`src/rtl/uart_pkg.sv`:
```
// uart_pkg: shared UART width and transmit sequencer state encoding.
package uart_pkg;
    localparam int UART_DATA_W = 8;
    typedef enum logic [1:0] {IDLE, LAUNCH, WAIT} seq_state_e;
endpackage

```
`src/rtl/sync_fifo.sv`:
```
// sync_fifo: single-clock FIFO with registered count/flags and combinational head read.
module sync_fifo #(
    parameter int DEPTH  = 16,
    parameter int DATA_W = 8
) (
    input  logic                       clk,
    input  logic                       reset,
    input  logic                       push,
    input  logic                       pop,
    input  logic                       flush,
    input  logic [DATA_W-1:0]          din,
    output logic [DATA_W-1:0]          dout,
    output logic                       full,
    output logic                       empty,
    output logic [$clog2(DEPTH):0]     count
);
    localparam int AW = $clog2(DEPTH);
    localparam int CW = AW + 1;
    logic [DATA_W-1:0] mem_q [DEPTH];
    logic [AW-1:0] wr_q, wr_d, rd_q, rd_d;
    logic [CW-1:0] count_q, count_d;
    logic do_push, do_pop;
    assign full    = count_q == CW'(DEPTH);
    assign empty   = count_q == '0;
    assign count   = count_q;
    assign dout    = mem_q[rd_q];
    assign do_push = push && !full;
    assign do_pop  = pop && !empty;
    always_comb begin
        wr_d    = flush ? '0 : wr_q + AW'(do_push);
        rd_d    = flush ? '0 : rd_q + AW'(do_pop);
        count_d = flush ? '0 : count_q + CW'(do_push) - CW'(do_pop);
    end
    always_ff @(posedge clk or posedge reset) begin
        if (reset) begin
            wr_q    <= '0;
            rd_q    <= '0;
            count_q <= '0;
        end else begin
            wr_q    <= wr_d;
            rd_q    <= rd_d;
            count_q <= count_d;
        end
    end
    // Storage carries no reset; validity is tracked entirely by the pointers.
    always_ff @(posedge clk) begin
        if (do_push && !flush) mem_q[wr_q] <= din;
    end
endmodule

```
`src/rtl/uart_tx_queue.sv`:
```
// uart_tx_queue: byte FIFO plus launch sequencer feeding a UART transmitter,
// holding tx data stable from launch until the transmitter reports completion.
module uart_tx_queue
    import uart_pkg::*;
#(
    parameter int DEPTH  = 16,
    parameter int DATA_W = UART_DATA_W
) (
    input  logic                   clk,
    input  logic                   reset,
    input  logic                   wr_en,
    input  logic [DATA_W-1:0]      wr_data,
    input  logic                   flush,
    output logic                   full,
    output logic                   empty,
    output logic [$clog2(DEPTH):0] count,
    output logic                   busy,
    output logic                   overflow,
    input  logic                   clr_overflow,
    output logic                   uart_tx_write,
    output logic [DATA_W-1:0]      uart_tx_data,
    input  logic                   uart_tx_finished
);
    seq_state_e state_q, state_d;
    logic [DATA_W-1:0] data_q, data_d, head;
    logic write_q, write_d, ovf_q, ovf_d, pop;
    sync_fifo #(.DEPTH(DEPTH), .DATA_W(DATA_W)) u_fifo (
        .clk   (clk),
        .reset (reset),
        .push  (wr_en && !flush),
        .pop   (pop),
        .flush (flush),
        .din   (wr_data),
        .dout  (head),
        .full  (full),
        .empty (empty),
        .count (count)
    );
    assign busy          = state_q != IDLE;
    assign overflow      = ovf_q;
    assign uart_tx_write = write_q;
    assign uart_tx_data  = data_q;
    // A flushed write is discarded silently, so it never counts as a drop.
    assign ovf_d = (wr_en && full && !flush) || (ovf_q && !clr_overflow);
    always_comb begin
        state_d = state_q;
        data_d  = data_q;
        write_d = 1'b0;
        pop     = 1'b0;
        case (state_q)
            IDLE: if (!empty && !flush) begin
                pop     = 1'b1;
                data_d  = head;
                write_d = 1'b1;
                state_d = LAUNCH;
            end
            LAUNCH: state_d = WAIT;
            WAIT: state_d = uart_tx_finished ? IDLE : WAIT;
            default: state_d = IDLE;
        endcase
    end
    always_ff @(posedge clk or posedge reset) begin
        if (reset) begin
            state_q <= IDLE;
            data_q  <= '0;
            write_q <= 1'b0;
            ovf_q   <= 1'b0;
        end else begin
            state_q <= state_d;
            data_q  <= data_d;
            write_q <= write_d;
            ovf_q   <= ovf_d;
        end
    end
endmodule
```
`config.mk`:
```
export PLATFORM = sky130hd
export DESIGN_NAME = uart_tx_queue
export DESIGN_NICKNAME = d
export VERILOG_FILES = /design/src/rtl/uart_pkg.sv /design/src/rtl/sync_fifo.sv /design/src/rtl/uart_tx_queue.sv
export SDC_FILE = /design/constraint.sdc
export NUM_CORES = 1
export LEC_CHECK = 0
export ABC_AREA = 0
export CAP_MARGIN = 20
export CORE_ASPECT_RATIO = 0.75
export CORE_UTILIZATION = 54
export CTS_BUF_LIST = sky130_fd_sc_hd__clkbuf_4
export CTS_CLUSTER_SIZE = 16
export DETAILED_ROUTE_END_ITERATION = 8
export PLACE_DENSITY = 0.82
export SLEW_MARGIN = 20
export SYNTH_ARGS = -nofsm -noshare
export SYNTH_HDL_FRONTEND = slang
export SYNTH_SLANG_ARGS = --single-unit
```
`constraint.sdc`:
```
create_clock -name clk -period 2.8 [get_ports clk]
set_input_delay 0.56 -clock clk [delete_from_list [all_inputs] [get_ports clk]]
set_output_delay 0.56 -clock clk [all_outputs]
set_load 0.02 [all_outputs]
```
# Yosys cells after proc, flatten, opt, wreduce, memory -nomap -nowiden
# Memory sizes are Yosys's and may differ from the RTL's. A register that Yosys moved wholly into a read port is not among the register bits.
# Cells that the tools add are included.
dict set report word_totals {
  regBits 17
  ramBits 128
  input_bits 14
  out_inout_bits 18
  elab_cells 42
  mem_count 1
}
dict set report op_classes {
  addsub 4
  n_eq_ne 4
  n_mux 10
  reduce_logical 17
}
# name depth width rd rd_ports_with_merged_regs write_ports line
set memory_table {}
lappend memory_table {u_fifo.mem_q 16 8 1 1 1 sync_fifo.sv:19} ;# logic [DATA_W-1:0] mem_q [DEPTH];
# cell count
set ops {}
lappend ops {{4-bit by 1-bit adder with 4-bit output} 2}
lappend ops {{1-bit logical AND} 8}
lappend ops {{4-bit 2-to-1 mux} 2}
lappend ops {{2-bit case mux with 3 select lines} 1}
lappend ops {{5-bit by 1-bit adder with 5-bit output} 1}
lappend ops {{5-bit equality test (second input constant)} 1}
lappend ops {{5-bit zero test} 1}
lappend ops {{5-bit 2-to-1 mux} 1}
lappend ops {{5-bit by 1-bit subtractor with 5-bit output} 1}
lappend ops {{1-bit zero test} 4}
lappend ops {{1-bit 2-to-1 mux} 4}
lappend ops {{2-bit 2-to-1 mux} 2}
lappend ops {{2-bit by 1-bit equality test with 1-bit output (second input constant)} 1}
lappend ops {{2-bit equality test (second input constant)} 1}
lappend ops {{2-bit zero test} 1}
lappend ops {{2-bit inequality test (second input constant)} 1}
lappend ops {{2-bit AND reduction} 1}
lappend ops {{2-bit nonzero test} 1}
lappend ops {{1-bit logical OR} 1}

# Longest topological paths before layout
# Gate-level depths: netlist (run 1).
dict set report logic_depth {
  depth_word 8
  ltp_mapped 13
  mapped_depth_nobuf 13
}

# Cells and area by module
# Synthesis (run 1) repeated with hierarchy kept, for this count alone.
dict set report unflattened {
  hier_cells 321
  area_unflattened_um2 6183.4
}
# module instances cells_each area_per_inst_um2
set by_module_without_submodules {}
lappend by_module_without_submodules {sync_fifo 1 292 5721.7}
lappend by_module_without_submodules {uart_tx_queue 1 29 461.7}

# Worst setup path before layout (run 1)
# No wires, ideal clock.
dict set report synth_timing {
  path_type {reg-to-reg}
  startpoint {reg u_fifo.count_q[3] (netlist: u_fifo.count[3])}
  endpoint {reg u_fifo.count_q[4] (netlist: u_fifo.count[4])}
  setup_time_ps 135
  arrival_time_ps 2608
  path_slack_ps 57
  path_stages_with_launch 14
  path_buffers 0
  path_cell_list {dfrtp_1 inv_1 ha_1 nor4b_4 nor3_1 ha_1 inv_1 ha_1 inv_1 fa_1 nor2b_1 o21bai_1 a21oi_1 nor3b_1}
}
dict set report synth_via {
  elab_chain_len 8
}
# element line
set synth_lines {}
lappend synth_lines {{start, declared} sync_fifo.sv:21} ;# logic [CW-1:0] count_q, count_d;
lappend synth_lines {{start signal, assigned} sync_fifo.sv:42} ;# count_q <= count_d;
lappend synth_lines {{5-bit zero test *} sync_fifo.sv:24} ;# assign empty = count_q == '0;
lappend synth_lines {{net empty} uart_tx_queue.sv:15} ;# output logic empty,
lappend synth_lines {{1-bit zero test *} {sync_fifo.sv:28, uart_tx_queue.sv:51}}
lappend synth_lines {{1-bit logical AND} uart_tx_queue.sv:51} ;# IDLE: if (!empty && !flush) begin
lappend synth_lines {{1-bit 2-to-1 mux} uart_tx_queue.sv:51}
lappend synth_lines {{1-bit 2-to-1 mux} uart_tx_queue.sv:50} ;# case (state_q)
lappend synth_lines {{1-bit logical AND *} sync_fifo.sv:28} ;# assign do_pop = pop && !empty;
lappend synth_lines {{5-bit by 1-bit subtractor with 5-bit output *} sync_fifo.sv:32} ;# count_d = flush ? '0 : count_q + CW'(do_push) - CW'(do_pop);
lappend synth_lines {{5-bit 2-to-1 mux *} sync_fifo.sv:32}
lappend synth_lines {{net u_fifo.count_d[4]} sync_fifo.sv:21}
# Mark *: on every way through the listed nets, which the timed path passes. The rest lies on a longest branch.
# A chain may end at the register's enable or synchronous reset.

# Worst setup path after layout (run 1)
dict set report layout_timing {
  startpoint {reg u_fifo.count_q[2] (netlist: u_fifo.count[2])}
  endpoint {reg u_fifo.count_q[4] (netlist: u_fifo.count[4])}
}
dict set report layout_via {
  elab_chain_len 8
}
# element line
set layout_lines {}
lappend layout_lines {{parallel branches: the longest is 6 deep, another holds 5-bit by 1-bit adder with 5-bit output} -}
lappend layout_lines {{5-bit by 1-bit subtractor with 5-bit output *} sync_fifo.sv:32}
lappend layout_lines {{5-bit 2-to-1 mux *} sync_fifo.sv:32}
lappend layout_lines {{net u_fifo.count_d[4]} sync_fifo.sv:21}
# Mark *: on every way through the listed nets, which the timed path passes.

==> summary by stage, run 1 <==
Clocking
The number of H-tree levels is 4. The clock-pin slew on the worst setup and hold paths is between 0.1 and 0.15 ns. The clock sink count is 153. After clock tree synthesis, the flow added hold-fix buffers numbering 0. Buffers added to address setup during post-CTS repair amount to 0.

Buffers inserted during clock tree synthesis total 17. The clock latency reported for the late side of the worst-skew pair is between 0.5 and 0.6 ns. TritonCTS built the clock tree.

The cell at the root of the clock tree is sky130_fd_sc_hd__clkbuf_4. The number of buffers on the longest clock path is 2.

Synth
The most used flip-flop cell after synthesis is sky130_fd_sc_hd__edfxtp_1. The area share of and/or/nand/nor cells after synthesis is 5.67%. The number of nets produced by synthesis is 347.

The multiplexer share of the synthesized area is 13.1%. Sequential elements use between 70% and 80% of the synthesized area. The number of warnings reported in the yosys synthesis log is 0. The number of flops mapped to enable cells by yosys is about 130. The post-synthesis cell area is between 6000 and 7000 sq um. Dividing the synthesized area by the synthesized cell count gives 19.2 sq um. The gate count of the mapped netlist is between 300 and 400. The number of register bits inferred by synthesis is roughly 150.

For this run, asynchronously set or reset flops after synthesis account for between 15 and 20%. The adder-cell share of the synthesized area is between 2 and 2.5%. Summing the areas of all compound-gate instances in the mapped netlist gives between 3 and 4% of the synthesized area. The synthesized netlist devotes 0.851% of its cell area to XOR and XNOR gates. After synthesis, the largest family of logic cells by area is multiplexers.

The count of distinct cell types in the synthesized netlist is 36.

Drt
After detailed routing, the number of remaining DRC violations is 5. In the routed layout, each cell is associated on average with a via count of between 5 and 6. The number of iterations in the first detailed-routing pass is 6. The total number of vias is 3,095.

The average wire per cell in the routed design is 21.9 um. The count of routing violations after the opening detailed-route iteration is 295. The total wire length is between 10,000 and 15,000 um.

Once detail routing completed, the nets flagged for antenna violations numbered 0.

STA
The final setup violation count is 0. Clock skew on the completed layout was measured at 0.0215 ns. The number of failing hold endpoints at the final stage came to 0.

The final total negative setup slack is 0 ns. The final max-slew violation count is 0. The period utilization is 92.9%. The slack of the critical path is roughly 0.20 ns. In this run the tightest slew margin relative to its limit is 55.4%. For the pin with the worst max-slew slack, the measured transition is about 0.67 ns. The final period demand of the worst path is between 2 and 3 ns. Based on the critical path, the design can be clocked at up to ~380 MHz.

Die
The total I/O pin count is 32. The floorplan has 33 rows. The placeable core area is around 11,000 sq um. The die outline area is 11,900 sq um.

The width of the die is ~130 um. The die outline height is 94.6 um. The initial standard-cell utilization of the core is a little under three fifths.

GRT
The total global-route track usage is about 22%. The global-route met1 utilization is around a third. The maximum number of pins on one net before global-route repair is 35. The wire length of the first global-routing pass is between 15,000 and 20,000 um. The most heavily used metal layer in global routing is met2. The number of global-route vias before repair is approximately 3,200. After global routing the overflow that remains totals 0. The number of antenna violations at the first check in global routing is 0.

The met2 capacity usage during global routing is approximately a third. For this run, global-route usage on met3 was measured as just under 6%.

Run status
The final reports fail on DRC. The flow ran to the end, but the final reports show violations.

Cells and area
The number of inserted filler cells in the final layout is a little under 800. The area growth from synthesis to layout is 14.7%. Of the cells placed in the final design, the portion with a size suffix greater than 1 is between 20% and 30%. The final net count is around 410.

The number of antenna diodes is 0. For this run, the share of the core covered by cells in the final layout is roughly 64%.

Worst setup path
The depth of the worst register-to-register path is 13. The sort of element at the start of the critical path is a register. The worst register-to-register path ends at u_fifo.count[4].

The setup slack of the worst register-to-register path is between 0.15 and 0.2 ns. The critical path in this run is classified as reg2reg. The capturing element type of the critical path is a register. STA puts the critical path data arrival time at 3.05 ns. The required time of the critical path is approximately 3.3 ns. In this run the critical register-to-register path is launched from u_fifo.count[2]. Along the worst path, the maximum fanout reaches 3.

Placed design
The HPWL after detailed placement is between 7000 and 8000 um. The number of input and output port buffers inserted is 31. The routability congestion estimate is between 0.7 and 0.8.

The worst setup slack before clock tree synthesis is -0.0520 ns.

Power
VDD sags by at most 0.000463 V. Summed over all cells, the static leakage comes to 2.41 nW. Cell internal power was estimated by the tool at roughly 4.2 mW. The part of the power in the clock network is a little under a quarter. Combinational logic is responsible for roughly 31% of the overall power. Per report_power, the sequential group accounts for 46.1% of the total. Net switching is between 30% and 40% of the power. The power spent charging and discharging nets is 1.83 mW. The total power divided by cell area is around 850 nW/um^2.

Worst hold path
The class of the tightest hold or removal check is in2async.

Job
Max-cap violations in this run came to 0.
[cells by family after synthesis]
group	count (synthesis)
adders and majority gates	11
AOI/OAI and AO/OA	21
muxes	41
buffers and inverters	28
DFF	153
xor gates and xnor gates	6
and+or+nand+nor	62
[layer usage]
layer	vias up	routed length, um
li1	1390	-
met1	1584	5010
met2	110	5630
met3	11	909
met4	0	136
met5	-	0
[worst max path at each step]
stage / to / cells past startpoint / slack [ns] / start
2_1_floorplan: u_fifo.count[4] / 13 / 0.06 / u_fifo.count[3]
3_3_place_gp: u_fifo.count[4] / 11 / 0.07 / flush
3_5_place_dp: u_fifo.count[4] / 11 / -0.05 / flush
4_1_cts: full / 4 / 0.05 / u_fifo.count[2]
5_1_grt: u_fifo.count[4] / 13 / -0.01 / u_fifo.count[2]
6_report: u_fifo.count[4] / 13 / 0.20 / u_fifo.count[2]
[final cells by class]
cell class / count / area [sq um] / share of cell area, %
tap: 140 / 175 / 2.47
sequential: 153 / 4470 / 63.1
clock buffer: 18 / 135 / 1.91
clock inverter: 14 / 170 / 2.40
timing repair buffer: 58 / 527 / 7.44
multi-input combinational: 141 / 1570 / 22.1
inverter: 10 / 37.5 / 0.530
[power groups by stage]
stage	Clock, mW	Sequential, mW	Combinational, mW
after floorplan	0	2.88	1.20
after global placement	0	2.83	1.80
after detailed placement	0	2.84	1.86
after CTS	1.44	2.79	1.86
after global routing	1.54	2.81	2.02
final	1.40	2.79	1.85
[cells in the mapped netlist (all sizes together), types with 2 or more instances]
library cell / number / area [sq um]
xor2: 3 / 26.3
nor2: 27 / 101
clkbuf: 5 / 20.0
ha: 10 / 125
mux4: 32 / 721
inv: 10 / 37.5
xnor2: 3 / 26.3
or2: 2 / 12.5
buf: 13 / 90.1
nor2b: 7 / 43.8
nand2b: 5 / 31.3
nand3: 4 / 20.0
a221oi: 8 / 120
a21oi: 2 / 10.0
nand3b: 3 / 22.5
nor3: 8 / 51.3
o22ai: 8 / 50.1
mux2i: 9 / 90.1
dfrtp: 25 / 626
edfxtp: 128 / 3840
[critical path: stages, from the launching register on]
cell                       delay [ns]
sky130_fd_sc_hd__dfrtp_1         0.40
sky130_fd_sc_hd__inv_1           0.07
sky130_fd_sc_hd__ha_1            0.22
sky130_fd_sc_hd__nor4b_4         0.14
sky130_fd_sc_hd__nor3_2          0.22
sky130_fd_sc_hd__ha_1            0.26
sky130_fd_sc_hd__inv_1           0.06
sky130_fd_sc_hd__ha_1            0.15
sky130_fd_sc_hd__inv_1           0.05
sky130_fd_sc_hd__fa_1            0.39
sky130_fd_sc_hd__nor2b_2         0.15
sky130_fd_sc_hd__o21bai_1        0.10
sky130_fd_sc_hd__nand3_1         0.09
sky130_fd_sc_hd__nor3b_1         0.21
[placed cells by master (no fill, tap or decap), drive strengths merged, types with 2 or more instances in the layout]
cell type and instances:
xor2 3, nand2b 5, nor2b 7, nor3 8, o22ai 8, or2 2, mux4 32, clkdlybuf4s50 29
clkinv 5, nand3 4, edfxtp 128, nand3b 3, inv 13, a21oi 2, xnor2 3, bufinv 3
clkbuf 18, nor2 27, mux2i 9, buf 27, a221oi 8, ha 10, dfrtp 25, clkinvlp 3
[through the flow]
| stage | cells | area, sq um | power (mW) | hold slack, ns |
|---|---|---|---|---|
| 6_report | 534 | 7080 | 6.04 | 0.409 |
| 5_1_grt | 534 | 7080 | 6.37 | 0.439 |
| 4_1_cts | 534 | 7070 | 6.08 | 0.397 |
| 3_5_place_dp | 502 | 6770 | 4.69 | 0.465 |
| 3_3_place_gp | 502 | 6770 | 4.63 | 0.457 |
| 2_1_floorplan | 322 | 6180 | 4.08 | 0.442 |
[timing repair]
action / CTS / global route
gates resized for setup: 1 / 3
setup endpoints to repair: 1 / 2
pin swaps: 0 / 0
gates cloned: 0 / 0
[sequential cells by signal, summed over array words and instances, names as in the netlist]
name           flops
u_fifo.mem_q     128
uart_tx_data       8
u_fifo.count       5
u_fifo.rd_q        4
u_fifo.wr_q        4
state_q            2
overflow           1
uart_tx_write      1
Power figures use the tool's default switching activity.
==> run 2: changes to the inputs <==
CAP_MARGIN = 25   (was 20)
==> results of run 2 <==
No change in the layout: final DEF, timing and power equal those of run 1.
==> run 3: changes to the inputs <==
ABC_AREA = unset   (was 0)
==> results of run 3 <==
No change in the layout: final DEF, timing and power equal those of run 1.
